`config.mk`:
```
export PLATFORM = sky130hd
export DESIGN_NAME = sram_like_arbiter_flat
export DESIGN_NICKNAME = d
export VERILOG_FILES = /design/src/rtl/sram_like_arbiter_if.sv /design/src/rtl/sram_like_arbiter.sv /design/src/flat_wrapper.sv
export SDC_FILE = /design/constraint.sdc
export NUM_CORES = 1
export LEC_CHECK = 0
export ABC_AREA = 1
export CAP_MARGIN = 15
export CORE_MARGIN = 5
export CORE_UTILIZATION = 29
export DETAILED_ROUTE_END_ITERATION = 8
export PLACE_DENSITY = 0.77
export SYNTH_ARGS = -nofsm -noshare
export SYNTH_HDL_FRONTEND = slang
export SYNTH_SLANG_ARGS = --single-unit
```
`constraint.sdc`:
```
create_clock -name clk -period 1.25 [get_ports clk]
set_clock_uncertainty 0.05 [all_clocks]
set_input_delay 0.1875 -clock clk [delete_from_list [all_inputs] [get_ports clk]]
set_output_delay 0.1875 -clock clk [all_outputs]
set_load 0.02 [all_outputs]
```
`src/rtl/sram_like_arbiter_if.sv`:
```
// SRAM-like master bus: a request channel (req/addr_ok) and a completion channel (data_ok/rdata).
interface sram_like_arbiter_if #(
  parameter int ADDR_W = 32,
  parameter int DATA_W = 32
);
  logic              m_req;
  logic              m_wr;
  logic [1:0]        m_size;
  logic [ADDR_W-1:0] m_addr;
  logic [DATA_W-1:0] m_wdata;
  logic              m_addr_ok;
  logic              m_data_ok;
  logic [DATA_W-1:0] m_rdata;

  modport master (
    output m_req, m_wr, m_size, m_addr, m_wdata,
    input  m_addr_ok, m_data_ok, m_rdata
  );

  modport slave (
    input  m_req, m_wr, m_size, m_addr, m_wdata,
    output m_addr_ok, m_data_ok, m_rdata
  );
endinterface

```
`src/rtl/sram_like_arbiter.sv`:
```
// Shares one single-outstanding SRAM-like bus between fetch and data ports; data goes first.
// Results are held until the pipeline advances, and stall_by_sram covers unfinished work.
module sram_like_arbiter #(
  parameter int ADDR_W = 32,
  parameter int DATA_W = 32
) (
  input  logic                 clk,
  input  logic                 rst,
  input  logic                 inst_en,
  input  logic [ADDR_W-1:0]    inst_addr,
  output logic [DATA_W-1:0]    inst_rdata,
  input  logic                 data_en,
  input  logic [3:0]           data_wen,
  input  logic [1:0]           data_size,
  input  logic [ADDR_W-1:0]    data_addr,
  input  logic [DATA_W-1:0]    data_wdata,
  output logic [DATA_W-1:0]    data_rdata,
  input  logic                 pipe_stall,
  output logic                 stall_by_sram,
  sram_like_arbiter_if.master  m_bus
);
  typedef enum logic [2:0] {IDLE, D_REQ, D_WAIT, I_REQ, I_WAIT} state_t;

  state_t            state_q, state_d;
  logic              inst_done_q, inst_done_d;
  logic              data_done_q, data_done_d;
  logic [DATA_W-1:0] inst_rdata_q, inst_rdata_d;
  logic [DATA_W-1:0] data_rdata_q, data_rdata_d;
  logic              need_d, need_i, advance;

  assign need_d        = data_en & ~data_done_q;
  assign need_i        = inst_en & ~inst_done_q;
  assign stall_by_sram = need_d | need_i;
  assign advance       = ~stall_by_sram & ~pipe_stall;
  assign inst_rdata    = inst_rdata_q;
  assign data_rdata    = data_rdata_q;

  always_ff @(posedge clk) begin
    if (rst) begin
      state_q      <= IDLE;
      inst_done_q  <= 1'b0;
      data_done_q  <= 1'b0;
      inst_rdata_q <= '0;
      data_rdata_q <= '0;
    end else begin
      state_q      <= state_d;
      inst_done_q  <= inst_done_d;
      data_done_q  <= data_done_d;
      inst_rdata_q <= inst_rdata_d;
      data_rdata_q <= data_rdata_d;
    end
  end

  always_comb begin
    state_d         = state_q;
    inst_done_d     = inst_done_q;
    data_done_d     = data_done_q;
    inst_rdata_d    = inst_rdata_q;
    data_rdata_d    = data_rdata_q;
    m_bus.m_req     = 1'b0;
    m_bus.m_wr      = 1'b0;
    m_bus.m_size    = 2'd0;
    m_bus.m_addr    = '0;
    m_bus.m_wdata   = '0;

    case (state_q)
      IDLE: begin
        if (need_d) begin
          state_d = D_REQ;
        end else if (need_i) begin
          state_d = I_REQ;
        end
      end
      D_REQ: begin
        m_bus.m_req   = 1'b1;
        m_bus.m_wr    = |data_wen;
        m_bus.m_size  = data_size;
        m_bus.m_addr  = data_addr;
        m_bus.m_wdata = data_wdata;
        if (m_bus.m_addr_ok) begin
          state_d = D_WAIT;
        end
      end
      D_WAIT: begin
        // Stores also capture m_rdata; the value is simply never consumed.
        if (m_bus.m_data_ok) begin
          data_rdata_d = m_bus.m_rdata;
          data_done_d  = 1'b1;
          state_d      = need_i ? I_REQ : IDLE;
        end
      end
      I_REQ: begin
        m_bus.m_req  = 1'b1;
        m_bus.m_size = 2'd2;
        m_bus.m_addr = inst_addr;
        if (m_bus.m_addr_ok) begin
          state_d = I_WAIT;
        end
      end
      I_WAIT: begin
        if (m_bus.m_data_ok) begin
          inst_rdata_d = m_bus.m_rdata;
          inst_done_d  = 1'b1;
          state_d      = IDLE;
        end
      end
      default: state_d = IDLE;
    endcase

    // Completion and advance never coincide: stall is high while a transfer is open.
    if (advance) begin
      inst_done_d = 1'b0;
      data_done_d = 1'b0;
    end
  end
endmodule

```
`src/flat_wrapper.sv`:
```
// flat-port wrapper written by rule: the top's interface ports become plain ports
module sram_like_arbiter_flat 
#(
  parameter int ADDR_W = 32,
  parameter int DATA_W = 32
)
  (clk, rst, inst_en, inst_addr, inst_rdata, data_en, data_wen, data_size, data_addr, data_wdata, data_rdata, pipe_stall, stall_by_sram, m_bus_m_req, m_bus_m_wr, m_bus_m_size, m_bus_m_addr, m_bus_m_wdata, m_bus_m_addr_ok, m_bus_m_data_ok, m_bus_m_rdata);
  sram_like_arbiter_if #(.ADDR_W(ADDR_W), .DATA_W(DATA_W)) m_bus_i ();
  input  logic clk;
  input  logic rst;
  input  logic inst_en;
  input  logic [ADDR_W-1:0] inst_addr;
  output logic [DATA_W-1:0] inst_rdata;
  input  logic data_en;
  input  logic [3:0] data_wen;
  input  logic [1:0] data_size;
  input  logic [ADDR_W-1:0] data_addr;
  input  logic [DATA_W-1:0] data_wdata;
  output logic [DATA_W-1:0] data_rdata;
  input  logic pipe_stall;
  output logic stall_by_sram;
  output wire logic [$bits(m_bus_i.m_req)-1:0] m_bus_m_req;
  output wire logic [$bits(m_bus_i.m_wr)-1:0] m_bus_m_wr;
  output wire logic [$bits(m_bus_i.m_size)-1:0] m_bus_m_size;
  output wire logic [$bits(m_bus_i.m_addr)-1:0] m_bus_m_addr;
  output wire logic [$bits(m_bus_i.m_wdata)-1:0] m_bus_m_wdata;
  input wire logic [$bits(m_bus_i.m_addr_ok)-1:0] m_bus_m_addr_ok;
  input wire logic [$bits(m_bus_i.m_data_ok)-1:0] m_bus_m_data_ok;
  input wire logic [$bits(m_bus_i.m_rdata)-1:0] m_bus_m_rdata;
  assign m_bus_m_req = m_bus_i.m_req;
  assign m_bus_m_wr = m_bus_i.m_wr;
  assign m_bus_m_size = m_bus_i.m_size;
  assign m_bus_m_addr = m_bus_i.m_addr;
  assign m_bus_m_wdata = m_bus_i.m_wdata;
  assign m_bus_i.m_addr_ok = m_bus_m_addr_ok;
  assign m_bus_i.m_data_ok = m_bus_m_data_ok;
  assign m_bus_i.m_rdata = m_bus_m_rdata;
  sram_like_arbiter #(.ADDR_W(ADDR_W), .DATA_W(DATA_W)) u_core (.clk(clk), .rst(rst), .inst_en(inst_en), .inst_addr(inst_addr), .inst_rdata(inst_rdata), .data_en(data_en), .data_wen(data_wen), .data_size(data_size), .data_addr(data_addr), .data_wdata(data_wdata), .data_rdata(data_rdata), .pipe_stall(pipe_stall), .stall_by_sram(stall_by_sram), .m_bus(m_bus_i));
endmodule
```
==> metrics.txt, run 1 <==
Reg2Reg Launch Point u_core.state_q[0]; fillers 729; Setup crit end kind output pin; placed cell areas 0.00674 sq mm; die footprint 0.0132 sq mm; initial DRC count 220; Synth Net Count 581; Netlist cell types 21; Clock Sinks 69; WHS Path Cells 2; clk_lat worst skew 350 ps; remaining global-route overflow 0; PwrDens 1670 mW/mm^2; Final Wtd Congestion 0.836; Fin. Hold Viols 0; Yosys top cell area share 43.2%; Worst EP arrival 1640 ps; Max-Cap Viols 0; Mapped Avg Cell Area 7.26 sq um; setup slack after layout -632 ps; H-Tree Depth 3; Clock Tree Root clkbuf_8; CTS tree built; outcome complete, but fails checks; Residual DRC 0; R2R Setup Slk -260 ps; starting density of the core 29.5%; area leader, netlist dfxtp_1; Worst-path clk slew 70 ps; Peak VDD IR 0.924 mV; max-slew violation count 0; Final Cycle Share 151%; Worst EP required 1010 ps; TritonCTS buffer count 9; detailed placement HPWL 11.8 mm; diode count 0; first-pass iteration count of the detailed router 4; Top-Level Pins 274; die outline height 115 um; start point of the worst hold path u_core.inst_rdata[6]; share of layout cells above drive strength 1 51.3%; Yosys reg bits 69; Post-synth EDFFs 0; cts hold-fix bufs 0; final wirelength 19.2 mm; leading post-synthesis cells by instance count 107 x nor2_1, 73 x inv_1, 69 x dfxtp_1, 40 x o21ai_0, 34 x a21oi_1; fin crit period 1880 ps; CP max FO 8; Via density 4.90; internal cell power 7.80 mW; clock power share 11.5%; Syn-to-layout area delta 154%; gr usage total 24.5%; Reg2Reg Depth 10; asr flop ratio synth 0%; Worst slew margin 59.6%; Reg power frac 21.3%; cell with the most instances after synthesis nor2_1; Synth area leaders dfxtp_1 43%, nor2_1 13%, a22o_1 8.8%, inv_1 8.6%, o21ai_0 6.3%; switch share 42.4%; Die X 115 um; vias in the first global route 4520; crit start category flip-flop; kind of critical path reg2out; post-synthesis cell count 440; Synth Flop Type dfxtp_1; Core ar. 0.0108 sq mm; largest net degree at the start of global routing 45; Sw Pwr 5.74 mW; Hold Path End u_core.inst_rdata[6]; post-synthesis sequential area ratio 43.2%; mapped cell area 0.00319 sq mm; IO buf count 273; Synthesis Warnings 0; violated checks setup timing; Design Area, Final 0.00812 sq mm; Hold Path Class reg2reg; RR Endpoint u_core.data_rdata[22]; Final setup viols 138; Logic pwr share 67.2%; Worst Hold Slack 393 ps; unrepaired setup endpoints after global routing true; initial antenna violation count 0; Final Total Pwr 13.5 mW; via count 4426; area occupied by multi-input gates 0.00240 sq mm; wire per inst 21.2 um; f_max 531 MHz; worst-margin pin slew 601 ps; Core Rows 38; first-pass GRT wire length 24.8 mm; ANT nets after route 0; Reg area 0.00139 sq mm; NumNets Final 901; Clock Tree Buf Depth 2; Static Leakage 3.46 nW
-- metal layers --
metal  share of wire, %  wire length (um)  GRT usage, %  up-vias
li1                   -                 -             -     2056
met1                 33              6350          24.0     2127
met2                 55             10500          46.4      189
met3                7.7              1480          7.68       54
met4                4.4               844          11.3        0
met5                  0                 0             0        -
-- cell type report --
class / instances / share of cell area [%]
inverters: 77 / 3.95
repair buffers: 334 / 44.5
clock buffers: 11 / 1.62
well taps: 140 / 2.16
flip-flops and latches: 69 / 17.2
repair inverters: 3 / 0.647
multi-input cells: 266 / 29.6
clock inverters: 4 / 0.324
-- kinds of logic (layout without fill, tap and decap cells) --
kind of cell / count (synthesis) / after routing / share of synthesized area, %
simple gates: 133 / 134 / 17.3
compound gates: 132 / 132 / 24.5
buf+inv: 106 / 429 / 15.0
flops: 69 / 69 / 43.2
-- sequential cells by signal, indices dropped and copies added, names as in the netlist --
register	cells
u_core.data_rdata	32
u_core.data_done_q	1
u_core.inst_rdata	32
u_core.state_q	3
u_core.inst_done_q	1
-- worst max-delay path: stages, from the launching register on --
cell	delay, ps
dfxtp_2	340
inv_4	70
buf_6	110
nor3_4	40
buf_6	120
buf_12	120
buf_16	140
a22o_4	230
buf_6	130
-- power by group through the flow --
stage	logic [mW]	registers, mW	clock network, mW
detailed placement	6.97	2.89	0
floorplan	3.45	3.32	0
finish	9.10	2.89	1.55
global route	9.49	2.94	1.72
CTS	8.23	2.86	1.57
global placement	6.87	2.87	0
-- cell usage in the layout, fill, tap and decap left out, drive strengths merged --
cell type / instances
clkinv: 3
nand2: 17
nor4: 1
nand4: 1
clkbuf: 48
bufbuf: 1
clkdlybuf4s50: 140
o21ai: 65
inv: 80
clkdlybuf4s15: 25
o21a: 1
a22o: 32
nand3: 5
nor3: 2
nor2: 108
clkinvlp: 1
dfxtp: 69
a21oi: 34
buf: 131
-- timing repair --
item	CTS	global route
gates resized for setup	640	162
pin swaps	7	19
buffers inserted	14	6
cloned	9	9
endpoints found under the setup margin	202	177
-- worst max-delay path by stage --
stage	slack [ps]	from	endpoint
after global placement	-670	u_core.state_q[0]	m_bus_m_addr[7]
after global routing	-670	u_core.state_q[0]	m_bus_m_addr[7]
after CTS	-640	u_core.state_q[0]	m_bus_m_addr[1]
final	-630	u_core.state_q[0]	m_bus_m_addr[9]
after floorplan	-100	u_core.state_q[0]	m_bus_m_size[0]
after detailed placement	-700	u_core.state_q[0]	m_bus_m_addr[7]
-- stage by stage --
stage / utilization, % / cells / setup slack, ps / setup TNS (ps)
floorplan: - / 440 / -103 / -5620
CTS: 70.6 / 891 / -639 / -55680
global route: 74.9 / 904 / -674 / -58640
global placement: 62.2 / 853 / -672 / -55760
detailed placement: 62.2 / 853 / -698 / -57840
finish: 74.9 / 904 / -632 / -51000
Power figures use the tool's default switching activity.
==> run 2, diff against run 1 <==
CORE_ASPECT_RATIO = 1.2   (was not set)
==> run 2 against run 1 <==
Against the previous run: the flow still finishes with violations (setup timing); routed wire length fell by 8.9%; hold slack got worse by 27 ps; fmax rose by 1.2%; via count fell by 3.4%; sequential share of layout area rose by 0.39 points; worst setup slack improved by 22 ps; sequential power barely moved; critical path depth did not move; count of clock-buffer cells in the layout rose by 1; combinational power fell by 5.2%.
==> metrics.txt, run 2 (synthesis gave the netlist of run 1 again) <==
fin crit period 1860 ps (-22.0 ps); Max-Cap Viols 0 (unchanged); Final Cycle Share 149% (-1.8 points); clk_lat worst skew 320 ps (-30 ps); via count 4274 (-3.4%); outcome complete, but fails checks; Final Total Pwr 14.0 mW (+3.3%); cts hold-fix bufs 0 (unchanged); Hold Path End u_core.state_q[0]; Hold Path Class in2reg; WL met3 1.89 mm (+28%); Final Wtd Congestion 0.867 (+3.7%); kind of critical path reg2out; largest net degree at the start of global routing 62 (+38%); setup TNS -49990 ps (+1010 ps); worst-margin pin slew 308 ps (-293 ps); f_max 538 MHz (+1.2%); remaining global-route overflow 0 (unchanged); CTS tree built; Clock Tree Buf Depth 2 (unchanged); wire per inst 19.5 um (-8.0%); final wirelength 17.5 mm (-8.9%); Worst EP required 1010 ps (about the same); vias in the first global route 4398 (-2.7%); commonest non-fill, non-tap cell in the layout clkdlybuf4s50_1; Reg2Reg Launch Point u_core.state_q[0]; TritonCTS buffer count 9 (unchanged); CP max FO 8 (unchanged); H-Tree Depth 3 (unchanged); starting density of the core 29.2% (-0.24 points); die outline height 125 um (+8.7%); IO buf count 273 (unchanged); initial antenna violation count 1 (+1); Clock Sinks 69 (unchanged); Core Rows 42 (+11%); placed cell areas 0.00666 sq mm (-1.3%); Worst slew margin 79.2% (+20 points); Design Area, Final 0.00792 sq mm (-2.4%); unrepaired setup endpoints after global routing true; Die X 106 um (-8.0%); initial DRC count 217 (-1.4%); violated checks setup timing; max-slew violation count 0 (unchanged); NumNets Final 901 (unchanged); met2 wire length 9.20 mm (-12%); Syn-to-layout area delta 148%; RR Endpoint u_core.data_rdata[17]; fillers 804 (+10%); first-pass iteration count of the detailed router 4 (unchanged); ANT nets after route 0 (unchanged); Residual DRC 0 (unchanged); Fin. Hold Viols 0 (unchanged); Final setup viols 138 (unchanged); Clock Tree Root clkbuf_16; Worst Hold Slack 366 ps (-26.7 ps); gr usage total 23.8% (-0.64 points); share of layout cells above drive strength 1 40.6% (-11 points); Peak VDD IR 1.12 mV (+22%); Static Leakage 3.53 nW (+2.1%); detailed placement HPWL 11.2 mm (-5.6%); top routing layer in use met4; Worst EP arrival 1620 ps (-20 ps); setup slack after layout -610 ps (+22.0 ps); Reg2Reg Depth 10 (unchanged); first-pass GRT wire length 24.9 mm (about the same); Via density 4.77 (-2.6%); PwrDens 1770 mW/mm^2 (+5.8%); Core ar. 0.0109 sq mm (+0.83%); R2R Setup Slk -320 ps (-60 ps); WHS Path Cells 5 (+3); Setup crit end kind output pin; die footprint 0.0132 sq mm (about the same); Top-Level Pins 274 (unchanged); commonest non-fill, non-tap cells in the layout 139 x clkdlybuf4s50_1, 71 x inv_1, 69 x buf_6; Metal-1 WL 6.07 mm (-4.4%); Worst-path clk slew 50 ps (-20 ps); crit start category flip-flop; start point of the worst hold path inst_en
-- run 2: cell types whose count changed in the layout (fill, tap and decap cells not counted), sizes merged, moves of 2 or more --
cell,change
buf,-2
dlygate4sd2,+19
clkbuf,-15
clkdlybuf4s15,+2
inv,-2
-- run 2: final cells by class --
| class | count | area [sq um] | share of cell area, % |
|---|---|---|---|
| clock inverters | 2 | 35.0 | 0.442 |
| repair buffers | 336 | 3560 | 45.0 |
| repair inverters | 2 | 50.0 | 0.632 |
| well taps | 132 | 165 | 2.08 |
| flip-flops and latches | 69 | 1390 | 17.5 |
| clock buffers | 12 | 246 | 3.11 |
| multi-input cells | 265 | 2160 | 27.2 |
| inverters | 77 | 315 | 3.98 |
| diodes | 1 | 2.50 | 0.0316 |
-- run 2: repair_timing --
item | in CTS | in global routing
setup endpoints to repair | 202 | 189
buffers inserted | 15 | 10
endpoints found under the hold margin | 0 | 0
pin swaps | 4 | 9
cloned | 8 | 8
gates resized for setup | 497 | 146
-- run 2: per-layer routing --
layer  vias up  track usage (%)
met2       204             43.8
met1      1990             24.2
li1       2062                -
met5         -                0
met3        18             10.7
met4         0             6.71
-- run 2: worst max-delay path, cell delays in order (launching register included) --
cell	delay [ps]
dfxtp_4	350
inv_4	70
buf_6	100
nor3_4	40
buf_6	130
buf_12	140
buf_4	130
a22o_4	210
buf_6	130
-- run 2: stage by stage --
| step | worst slack [ps] | util (%) | std cells |
|---|---|---|---|
| floorplan | -103 | - | 440 |
| global placement | -668 | 60.9 | 841 |
| detailed placement | -709 | 60.9 | 841 |
| CTS | -638 | 68.0 | 878 |
| global route | -680 | 72.5 | 895 |
| finish | -610 | 72.5 | 896 |
-- run 2: how the worst max path moves through the flow --
stage / start / end / slack [ps] / cells past startpoint
2_1_floorplan: u_core.state_q[0] / m_bus_m_size[0] / -100 / 5
3_3_place_gp: u_core.state_q[0] / m_bus_m_addr[8] / -670 / 6
3_5_place_dp: u_core.state_q[0] / m_bus_m_addr[10] / -710 / 5
4_1_cts: u_core.state_q[0] / m_bus_m_addr[6] / -640 / 7
5_1_grt: u_core.state_q[1] / m_bus_m_addr[26] / -680 / 7
6_report: u_core.state_q[0] / m_bus_m_addr[26] / -610 / 8
-- run 2: where the power goes --
group	switching (mW)	total, mW	internal (mW)
combinational	4.37	8.63	4.27
sequential	0.277	2.91	2.63
clock	0.874	2.45	1.57
